===== src/rtl/jpeg_mcu_stream_merge_pkg.sv =====
// Shared encoder definitions: component modes, channel ids and MCU block layout.
package jpeg_enc_pkg;

    typedef enum logic [1:0] {
        MODE_444  = 2'd0,
        MODE_420  = 2'd1,
        MODE_GREY = 2'd2,
        MODE_RSVD = 2'd3
    } mode_e;

    typedef enum logic [1:0] {
        CH_Y  = 2'd0,
        CH_CB = 2'd1,
        CH_CR = 2'd2
    } ch_e;

    // 8x8 blocks a channel contributes to one MCU.
    function automatic logic [2:0] blocks_per_mcu(input logic [1:0] ch, input mode_e mode);
        return (ch == CH_Y && mode == MODE_420) ? 3'd4 : 3'd1;
    endfunction

    // Final channel visited in an MCU; grey and single-channel builds only visit Y.
    function automatic logic [1:0] last_channel(input mode_e mode, input int unsigned num_ch);
        if (mode == MODE_GREY || num_ch <= 1)
            return CH_Y;
        return 2'(num_ch - 1);
    endfunction

endpackage


===== src/rtl/jpeg_mcu_stream_merge_if.sv =====
// Per-channel code input streams and merged code output stream.
interface jpeg_mcu_stream_merge_if #(
    parameter int unsigned NUM_CH = 3,
    parameter int unsigned CODE_W = 16,
    parameter int unsigned LEN_W  = 8
);
    logic [NUM_CH-1:0]        in_valid;
    logic [NUM_CH*CODE_W-1:0] in_code;
    logic [NUM_CH*LEN_W-1:0]  in_len;
    logic [NUM_CH-1:0]        in_eob;
    logic [NUM_CH-1:0]        in_ready;
    logic                     out_valid;
    logic                     out_ready;
    logic [CODE_W-1:0]        out_code;
    logic [LEN_W-1:0]         out_len;
    logic [1:0]               out_ch;
    logic                     out_eob;
    logic                     out_mcu_end;

    modport slave (
        input  in_valid, in_code, in_len, in_eob, out_ready,
        output in_ready, out_valid, out_code, out_len, out_ch, out_eob, out_mcu_end
    );

    modport master (
        output in_valid, in_code, in_len, in_eob, out_ready,
        input  in_ready, out_valid, out_code, out_len, out_ch, out_eob, out_mcu_end
    );
endinterface


===== src/rtl/jpeg_mcu_stream_merge_fifo.sv =====
// Synchronous code FIFO with wrap-bit pointers; head is a registered-array read.
module jpeg_code_fifo #(
    parameter int unsigned WIDTH = 25,
    parameter int unsigned DEPTH = 16
) (
    input  logic             clock,
    input  logic             reset_n,
    input  logic             i_wr_en,
    input  logic [WIDTH-1:0] i_wr_data,
    input  logic             i_rd_en,
    output logic             o_full,
    output logic             o_empty,
    output logic [WIDTH-1:0] o_head
);
    localparam int unsigned AW = (DEPTH > 1) ? $clog2(DEPTH) : 1;
    localparam logic [AW:0] PTR_ONE = {{AW{1'b0}}, 1'b1};

    logic [WIDTH-1:0] r_mem [DEPTH];
    logic [AW:0]      r_wr_ptr;
    logic [AW:0]      r_rd_ptr;
    logic             w_push;
    logic             w_pop;

    assign o_full  = (r_wr_ptr[AW] != r_rd_ptr[AW]) && (r_wr_ptr[AW-1:0] == r_rd_ptr[AW-1:0]);
    assign o_empty = (r_wr_ptr == r_rd_ptr);
    assign o_head  = r_mem[r_rd_ptr[AW-1:0]];
    assign w_push  = i_wr_en && !o_full;
    assign w_pop   = i_rd_en && !o_empty;

    always_ff @(posedge clock or negedge reset_n) begin
        if (!reset_n) begin
            r_wr_ptr <= '0;
            r_rd_ptr <= '0;
        end else begin
            if (w_push)
                r_wr_ptr <= r_wr_ptr + PTR_ONE;
            if (w_pop)
                r_rd_ptr <= r_rd_ptr + PTR_ONE;
        end
    end

    always_ff @(posedge clock) begin
        if (w_push)
            r_mem[r_wr_ptr[AW-1:0]] <= i_wr_data;
    end
endmodule


===== src/rtl/jpeg_mcu_stream_merge.sv =====
// Merges per-component Huffman code streams into one stream in JPEG MCU order.
module jpeg_mcu_stream_merge
    import jpeg_enc_pkg::*;
#(
    parameter int unsigned NUM_CH     = 3,
    parameter int unsigned CODE_W     = 16,
    parameter int unsigned LEN_W      = 8,
    parameter int unsigned FIFO_DEPTH = 16
) (
    input  logic                 clock,
    input  logic                 reset_n,
    input  logic                 start,
    input  logic [1:0]           mode,
    input  logic [15:0]          mcu_total,
    jpeg_mcu_stream_merge_if.slave bus,
    output logic                 busy,
    output logic                 done,
    output logic [NUM_CH-1:0]    overflow
);
    localparam int unsigned FW = 1 + LEN_W + CODE_W;

    typedef enum logic [1:0] {S_IDLE, S_DRAIN, S_DONE} state_e;

    state_e            r_state, w_state_nx;
    mode_e             r_mode, w_mode_nx;
    logic [15:0]       r_total, w_total_nx;
    logic [15:0]       r_mcu, w_mcu_nx;
    logic [1:0]        r_ch, w_ch_nx;
    logic [2:0]        r_blk, w_blk_nx;
    logic [NUM_CH-1:0] r_overflow, w_overflow_nx;

    logic [NUM_CH-1:0] w_full, w_empty, w_pop;
    logic [FW-1:0]     w_head [NUM_CH];
    logic [FW-1:0]     w_sel_head;
    logic              w_sel_empty;
    logic              w_valid, w_fire, w_eob, w_last_blk, w_last_ch, w_ovf_clr;

    for (genvar g = 0; g < NUM_CH; g++) begin : g_fifo
        jpeg_code_fifo #(.WIDTH(FW), .DEPTH(FIFO_DEPTH)) u_fifo (
            .clock     (clock),
            .reset_n   (reset_n),
            .i_wr_en   (bus.in_valid[g]),
            .i_wr_data ({bus.in_eob[g], bus.in_len[g*LEN_W +: LEN_W], bus.in_code[g*CODE_W +: CODE_W]}),
            .i_rd_en   (w_pop[g]),
            .o_full    (w_full[g]),
            .o_empty   (w_empty[g]),
            .o_head    (w_head[g])
        );
    end

    assign bus.in_ready = ~w_full;

    always_comb begin
        w_sel_head  = '0;
        w_sel_empty = 1'b1;
        for (int unsigned c = 0; c < NUM_CH; c++) begin
            if (r_ch == 2'(c)) begin
                w_sel_head  = w_head[c];
                w_sel_empty = w_empty[c];
            end
        end
    end

    assign w_valid    = (r_state == S_DRAIN) && !w_sel_empty;
    assign w_fire     = w_valid && bus.out_ready;
    assign w_eob      = w_sel_head[FW-1];
    assign w_last_blk = (r_blk + 3'd1) == blocks_per_mcu(r_ch, r_mode);
    assign w_last_ch  = (r_ch == last_channel(r_mode, NUM_CH));

    always_comb begin
        w_pop = '0;
        for (int unsigned c = 0; c < NUM_CH; c++)
            w_pop[c] = w_fire && (r_ch == 2'(c));
    end

    // Non-valid beats drive zeros so the output bus is clean outside DRAIN.
    assign bus.out_valid   = w_valid;
    assign bus.out_code    = w_valid ? w_sel_head[CODE_W-1:0] : '0;
    assign bus.out_len     = w_valid ? w_sel_head[CODE_W +: LEN_W] : '0;
    assign bus.out_eob     = w_valid && w_eob;
    assign bus.out_ch      = w_valid ? r_ch : '0;
    assign bus.out_mcu_end = w_valid && w_eob && w_last_blk && w_last_ch;
    assign busy            = (r_state != S_IDLE);
    assign done            = (r_state == S_DONE);
    assign overflow        = r_overflow;

    always_comb begin
        w_state_nx = r_state;
        w_mode_nx  = r_mode;
        w_total_nx = r_total;
        w_mcu_nx   = r_mcu;
        w_ch_nx    = r_ch;
        w_blk_nx   = r_blk;
        w_ovf_clr  = 1'b0;
        case (r_state)
            S_IDLE: begin
                if (start) begin
                    w_mode_nx  = (mode_e'(mode) == MODE_RSVD) ? MODE_GREY : mode_e'(mode);
                    w_total_nx = mcu_total;
                    w_mcu_nx   = '0;
                    w_ch_nx    = '0;
                    w_blk_nx   = '0;
                    w_ovf_clr  = 1'b1;
                    w_state_nx = (mcu_total == 16'd0) ? S_DONE : S_DRAIN;
                end
            end
            S_DRAIN: begin
                if (w_fire && w_eob) begin
                    if (w_last_blk) begin
                        w_blk_nx = '0;
                        if (w_last_ch) begin
                            w_ch_nx  = '0;
                            w_mcu_nx = r_mcu + 16'd1;
                            if (r_mcu + 16'd1 == r_total)
                                w_state_nx = S_DONE;
                        end else begin
                            w_ch_nx = r_ch + 2'd1;
                        end
                    end else begin
                        w_blk_nx = r_blk + 3'd1;
                    end
                end
            end
            S_DONE:  w_state_nx = S_IDLE;
            default: w_state_nx = S_IDLE;
        endcase
        w_overflow_nx = (w_ovf_clr ? '0 : r_overflow) | (bus.in_valid & w_full);
    end

    always_ff @(posedge clock or negedge reset_n) begin
        if (!reset_n) begin
            r_state    <= S_IDLE;
            r_mode     <= MODE_444;
            r_total    <= '0;
            r_mcu      <= '0;
            r_ch       <= '0;
            r_blk      <= '0;
            r_overflow <= '0;
        end else begin
            r_state    <= w_state_nx;
            r_mode     <= w_mode_nx;
            r_total    <= w_total_nx;
            r_mcu      <= w_mcu_nx;
            r_ch       <= w_ch_nx;
            r_blk      <= w_blk_nx;
            r_overflow <= w_overflow_nx;
        end
    end
endmodule

===== src/flat_wrapper.sv =====
// flat-port wrapper written by rule: the top's interface ports become plain ports
module jpeg_mcu_stream_merge_flat import jpeg_enc_pkg::*;
#(
    parameter int unsigned NUM_CH     = 3,
    parameter int unsigned CODE_W     = 16,
    parameter int unsigned LEN_W      = 8,
    parameter int unsigned FIFO_DEPTH = 16
)
  (clock, reset_n, start, mode, mcu_total, busy, done, overflow, bus_in_valid, bus_in_code, bus_in_len, bus_in_eob, bus_out_ready, bus_in_ready, bus_out_valid, bus_out_code, bus_out_len, bus_out_ch, bus_out_eob, bus_out_mcu_end);
  jpeg_mcu_stream_merge_if #(.NUM_CH(NUM_CH), .CODE_W(CODE_W), .LEN_W(LEN_W)) bus_i ();
  input  logic clock;
  input  logic reset_n;
  input  logic start;
  input  logic [1:0] mode;
  input  logic [15:0] mcu_total;
  output logic busy;
  output logic done;
  output logic [NUM_CH-1:0] overflow;
  input wire logic [$bits(bus_i.in_valid)-1:0] bus_in_valid;
  input wire logic [$bits(bus_i.in_code)-1:0] bus_in_code;
  input wire logic [$bits(bus_i.in_len)-1:0] bus_in_len;
  input wire logic [$bits(bus_i.in_eob)-1:0] bus_in_eob;
  input wire logic [$bits(bus_i.out_ready)-1:0] bus_out_ready;
  output wire logic [$bits(bus_i.in_ready)-1:0] bus_in_ready;
  output wire logic [$bits(bus_i.out_valid)-1:0] bus_out_valid;
  output wire logic [$bits(bus_i.out_code)-1:0] bus_out_code;
  output wire logic [$bits(bus_i.out_len)-1:0] bus_out_len;
  output wire logic [$bits(bus_i.out_ch)-1:0] bus_out_ch;
  output wire logic [$bits(bus_i.out_eob)-1:0] bus_out_eob;
  output wire logic [$bits(bus_i.out_mcu_end)-1:0] bus_out_mcu_end;
  assign bus_i.in_valid = bus_in_valid;
  assign bus_i.in_code = bus_in_code;
  assign bus_i.in_len = bus_in_len;
  assign bus_i.in_eob = bus_in_eob;
  assign bus_i.out_ready = bus_out_ready;
  assign bus_in_ready = bus_i.in_ready;
  assign bus_out_valid = bus_i.out_valid;
  assign bus_out_code = bus_i.out_code;
  assign bus_out_len = bus_i.out_len;
  assign bus_out_ch = bus_i.out_ch;
  assign bus_out_eob = bus_i.out_eob;
  assign bus_out_mcu_end = bus_i.out_mcu_end;
  jpeg_mcu_stream_merge #(.NUM_CH(NUM_CH), .CODE_W(CODE_W), .LEN_W(LEN_W), .FIFO_DEPTH(FIFO_DEPTH)) u_core (.clock(clock), .reset_n(reset_n), .start(start), .mode(mode), .mcu_total(mcu_total), .bus(bus_i), .busy(busy), .done(done), .overflow(overflow));
endmodule

===== config.mk =====
export PLATFORM = sky130hd
export DESIGN_NAME = jpeg_mcu_stream_merge_flat
export DESIGN_NICKNAME = d
export VERILOG_FILES = /design/src/rtl/jpeg_mcu_stream_merge_pkg.sv /design/src/rtl/jpeg_mcu_stream_merge_if.sv /design/src/rtl/jpeg_mcu_stream_merge_fifo.sv /design/src/rtl/jpeg_mcu_stream_merge.sv /design/src/flat_wrapper.sv
export SDC_FILE = /design/constraint.sdc
export NUM_CORES = 2
export LEC_CHECK = 0
export CAP_MARGIN = 25
export CORE_ASPECT_RATIO = 0.6
export CORE_MARGIN = 4
export CORE_UTILIZATION = 40
export CTS_CLUSTER_DIAMETER = 30
export DETAILED_ROUTE_END_ITERATION = 6
export GPL_TIMING_DRIVEN = 0
export PLACE_DENSITY_LB_ADDON = 0.08
export SETUP_SLACK_MARGIN = 0.05
export SLEW_MARGIN = 25
export SYNTH_ARGS = -nofsm -noshare
export SYNTH_HDL_FRONTEND = slang
export SYNTH_SLANG_ARGS = --single-unit

===== constraint.sdc =====
create_clock -name clock -period 5.9 [get_ports clock]
set_clock_uncertainty 0.2 [all_clocks]
set_input_delay 1.18 -clock clock [delete_from_list [all_inputs] [get_ports clock]]
set_output_delay 1.18 -clock clock [all_outputs]
set_load 0.05 [all_outputs]

==> flow_metrics.py <==
metrics = {
    "status": {
        "status": "finished clean",
    },
    "synthesis": {
        "synth.distinct_cells": 59,
        "synth_edf_count": 1200,
        "synth_area_leaders": "edfxtp_1 72%, mux4_2 17%, dfrtp_1 3.7%",
        "yosysSeqAreaShare_pct": 75.6,
        "netlist_instances": 2301,
        "synth_seq_cells": 1274,
        "synth_common_cells": "1200 x edfxtp_1, 368 x mux4_2, 92 x nand2_1",
        "yosysMostFrequentCell": "edfxtp_1",
        "avgSynthCellArea_um2": 21.8,
        "yosysWarnings": 0,
        "netlist.area_leader.share_pct": 71.9,
        "synth_async_sr_flop_share_pct": 5.81,
        "synth_ff_type": "edfxtp_1",
        "synth_area_um2": 50100,
        "yosysTopAreaCell": "edfxtp_1",
        "syn_nets": 2421,
    },
    "worst_setup_path": {
        "cp-startpoint": "u_core.g_fifo[1].u_fifo.r_rd_ptr[1]$_DFFE_PN0P_",
        "path_max_fanout": 10,
        "crit_path_end_kind": "output pin",
        "start_kind": "flip-flop",
        "worstReg2RegStart": "u_core.g_fifo[2].u_fifo.r_rd_ptr[0]$_DFFE_PN0P_",
        "arrival_ps": 4420,
        "crit_type": "flip-flop to output pin",
        "required_ps": 4520,
    },
    "power_and_ir_drop": {
        "internal_power_mw": 22.1,
        "ir_drop_mv": 0.378,
        "fin_total_pwr_mw": 33.1,
        "seqPwrFrac_pct": 33.7,
        "p_sw_share_pct": 33.1,
        "clock_power_share_pct": 33.8,
        "combPwrFrac_pct": 32.5,
        "powerDensity_nw_per_um2": 534,
        "p_leak_nw": 20.4,
        "switching_power_mw": 11.0,
    },
    "placement": {
        "dp_cells": 4218,
        "hpwl_um": 90800,
        "gp_congestion": 0.795,
        "numPortBuffers": 136,
    },
    "route": {
        "vias": 25300,
        "drtIter0Drc": 2551,
        "vias_per_cell": 5.57,
        "drc_errors": 0,
        "wl_um": 134000,
        "postRouteAntennaNets": 0,
        "route.detailed.wl_per_inst_um": 29.4,
        "dr.pass1.iters": 5,
    },
    "floorplanning": {
        "dieWidth_um": 465,
        "core_area_um2": 124000,
        "dieArea_um2": 131000,
        "initial_core_util_pct": 40.4,
        "dieHeight_um": 282,
        "row_count": 100,
        "ioPinCount": 137,
    },
    "cts": {
        "cts_buffer_depth": 3,
        "cts_tree": "built",
        "numCtsBuffers": 177,
        "cts.sink_count": 1274,
        "clkTransAtPathRegs_ps": 60,
        "cts.htree.levels": 4,
        "insertion_delay_ps": 770,
        "postCtsSetupBuffers": 0,
        "clk_root_buffer_cell": "clkbuf_16",
    },
    "cells_and_area": {
        "area_growth_pct": 23.8,
        "final_util_pct": 50.0,
        "drive_gt1_share_pct": 33.3,
        "fin_nets": 2831,
        "final_cells": 4551,
    },
    "timing": {
        "setup_viol": 0,
        "worstMarginPinSlew_ps": 1080,
        "hold_viol_final": 0,
        "grt_setup_unrepaired": "yes",
        "maxSlewHeadroom_pct": 28.1,
        "fin_crit_ps": 5800,
        "fin_crit_sh_pct": 98.4,
        "max_freq_mhz": 172,
        "drv_slew": 0,
    },
    "grt": {
        "grt_pass1_vias": 25400,
        "overflow": 0,
        "grt_first_pass_wirelength_um": 191000,
        "grt_max_degree": 43,
        "antenna_found_initial": 9,
        "grt.total_usage_pct": 20.6,
    },
    "hold_path": {
        "holdCritPathClass": "input port to async pin",
    },
    "run": {
        "cap_violations": 0,
    },
}
-- power groups by stage --
stage	Combinational, mW	Sequential, mW	Clock, mW
global placement	10.0	11.4	0
global route	11.3	11.2	11.9
CTS	10.9	11.2	11.4
detailed placement	10.5	11.3	0
finish	10.8	11.1	11.2
floorplan	6.19	11.3	0
-- state kept, by name, summed over array words and instances (netlist names) --
register / flops
u_core.g_fifo.u_fifo.r_mem: 1200
u_core.r_mcu: 16
u_core.r_total: 16
u_core.g_fifo.u_fifo.r_rd_ptr: 15
u_core.g_fifo.u_fifo.r_wr_ptr: 15
u_core.overflow: 3
u_core.r_blk: 3
u_core.r_ch: 2
u_core.r_mode: 2
u_core.r_state: 2
-- area by class of cell --
class / instances / area [µm²]
Multi-Input combinational cell: 876 / 12200
Antenna cell: 3 / 7.51
Tap cell: 1683 / 2110
Sequential cell: 1274 / 37900
Timing Repair Buffer: 234 / 2750
Fill cell: 9951 / 62100
Buffer: 125 / 701
Clock inverter: 138 / 1770
Clock buffer: 195 / 4580
Inverter: 23 / 87.6
-- metal layers --
metal  wire length, µm  track usage (%)  vias up
met2             57700             29.1      921
met5                13                0        -
met3              9440             4.42      181
met4              2650             5.63        2
met1             64000             32.3    13600
li1                  -                -    10600
-- worst max-delay path: stages, from the launching register on --
cell and delay, ps:
dfrtp_1 350, buf_2 220, buf_2 320, clkdlybuf4s15_2 520, mux4_2 380, mux4_2 600
a221oi_1 510, nor3_1 240, dlygate4sd2_1 490
-- path summary, 6_finish.rpt --
kind,endpoint,slack (ps),cells past startpoint
setup / recovery,bus_out_len[1],100,8
hold / removal,u_core.r_total[13]$_DFFE_PN0P_,140,1
min in group clock,u_core.g_fifo[2].u_fifo.r_wr_ptr[4]$_DFFE_PN0P_,290,1
setup reg to reg,u_core.g_fifo[2].u_fifo.r_mem[1][3]$_DFFE_PP_,2160,11
hold reg to reg,u_core.g_fifo[2].u_fifo.r_wr_ptr[4]$_DFFE_PN0P_,290,1
max in group asynchronous,u_core.g_fifo[2].u_fifo.r_wr_ptr[4]$_DFFE_PN0P_,4820,2
-- cell families after synthesis --
group	synth area share [%]
AO/OA/AOI/OAI	1.35
XOR/XNOR	1.08
adder cells (fa/ha/maj)	0.500
buffers and inverters	1.26
flip-flops	75.6
multiplexers	17.0
AND/OR/NAND/NOR	3.18
-- what timing repair did --
| item | 4_1_cts | 5_1_grt |
|---|---|---|
| setup endpoints to repair | 29 | 16 |
| pin swaps | 2 | 1 |
| resized for setup | 134 | 17 |
| hold buffers | 0 | 0 |
-- placed cells by master, fill, tap and decap left out, types with 14 or more instances in the layout --
master / count
edfxtp_1: 1200
mux4_2: 368
clkbuf_16: 181
clkdlybuf4s50_1: 110
nand2_1: 92
dfrtp_1: 74
clkbuf_1: 58
nor2_1: 56
buf_4: 48
buf_2: 47
xnor2_1: 37
nor3_1: 30
bufinv_16: 29
buf_16: 29
xor2_1: 25
nor2_4: 25
inv_6: 24
clkinv_4: 23
inv_1: 21
clkinvlp_4: 20
dlygate4sd2_1: 19
ha_1: 18
clkbuf_2: 17
nand4_1: 16
and3_1: 16
buf_6: 15
a221o_1: 15
clkinv_2: 14
a221oi_4: 14
-- per-stage QoR --
| step | setup TNS [ps] | instance area (µm²) | hold WS (ps) | worst slack [ps] |
|---|---|---|---|---|
| floorplan | 0 | 50100 | 252 | 1140 |
| global placement | -609270 | 53600 | 274 | -3450 |
| detailed placement | -10860 | 55300 | 281 | -868 |
| CTS | -1.43 | 62000 | 80.5 | -1.43 |
| global route | 0 | 62000 | 123 | 42.9 |
| finish | 0 | 62000 | 136 | 95.7 |
Note: power is estimated with default switching activity, not from simulation.
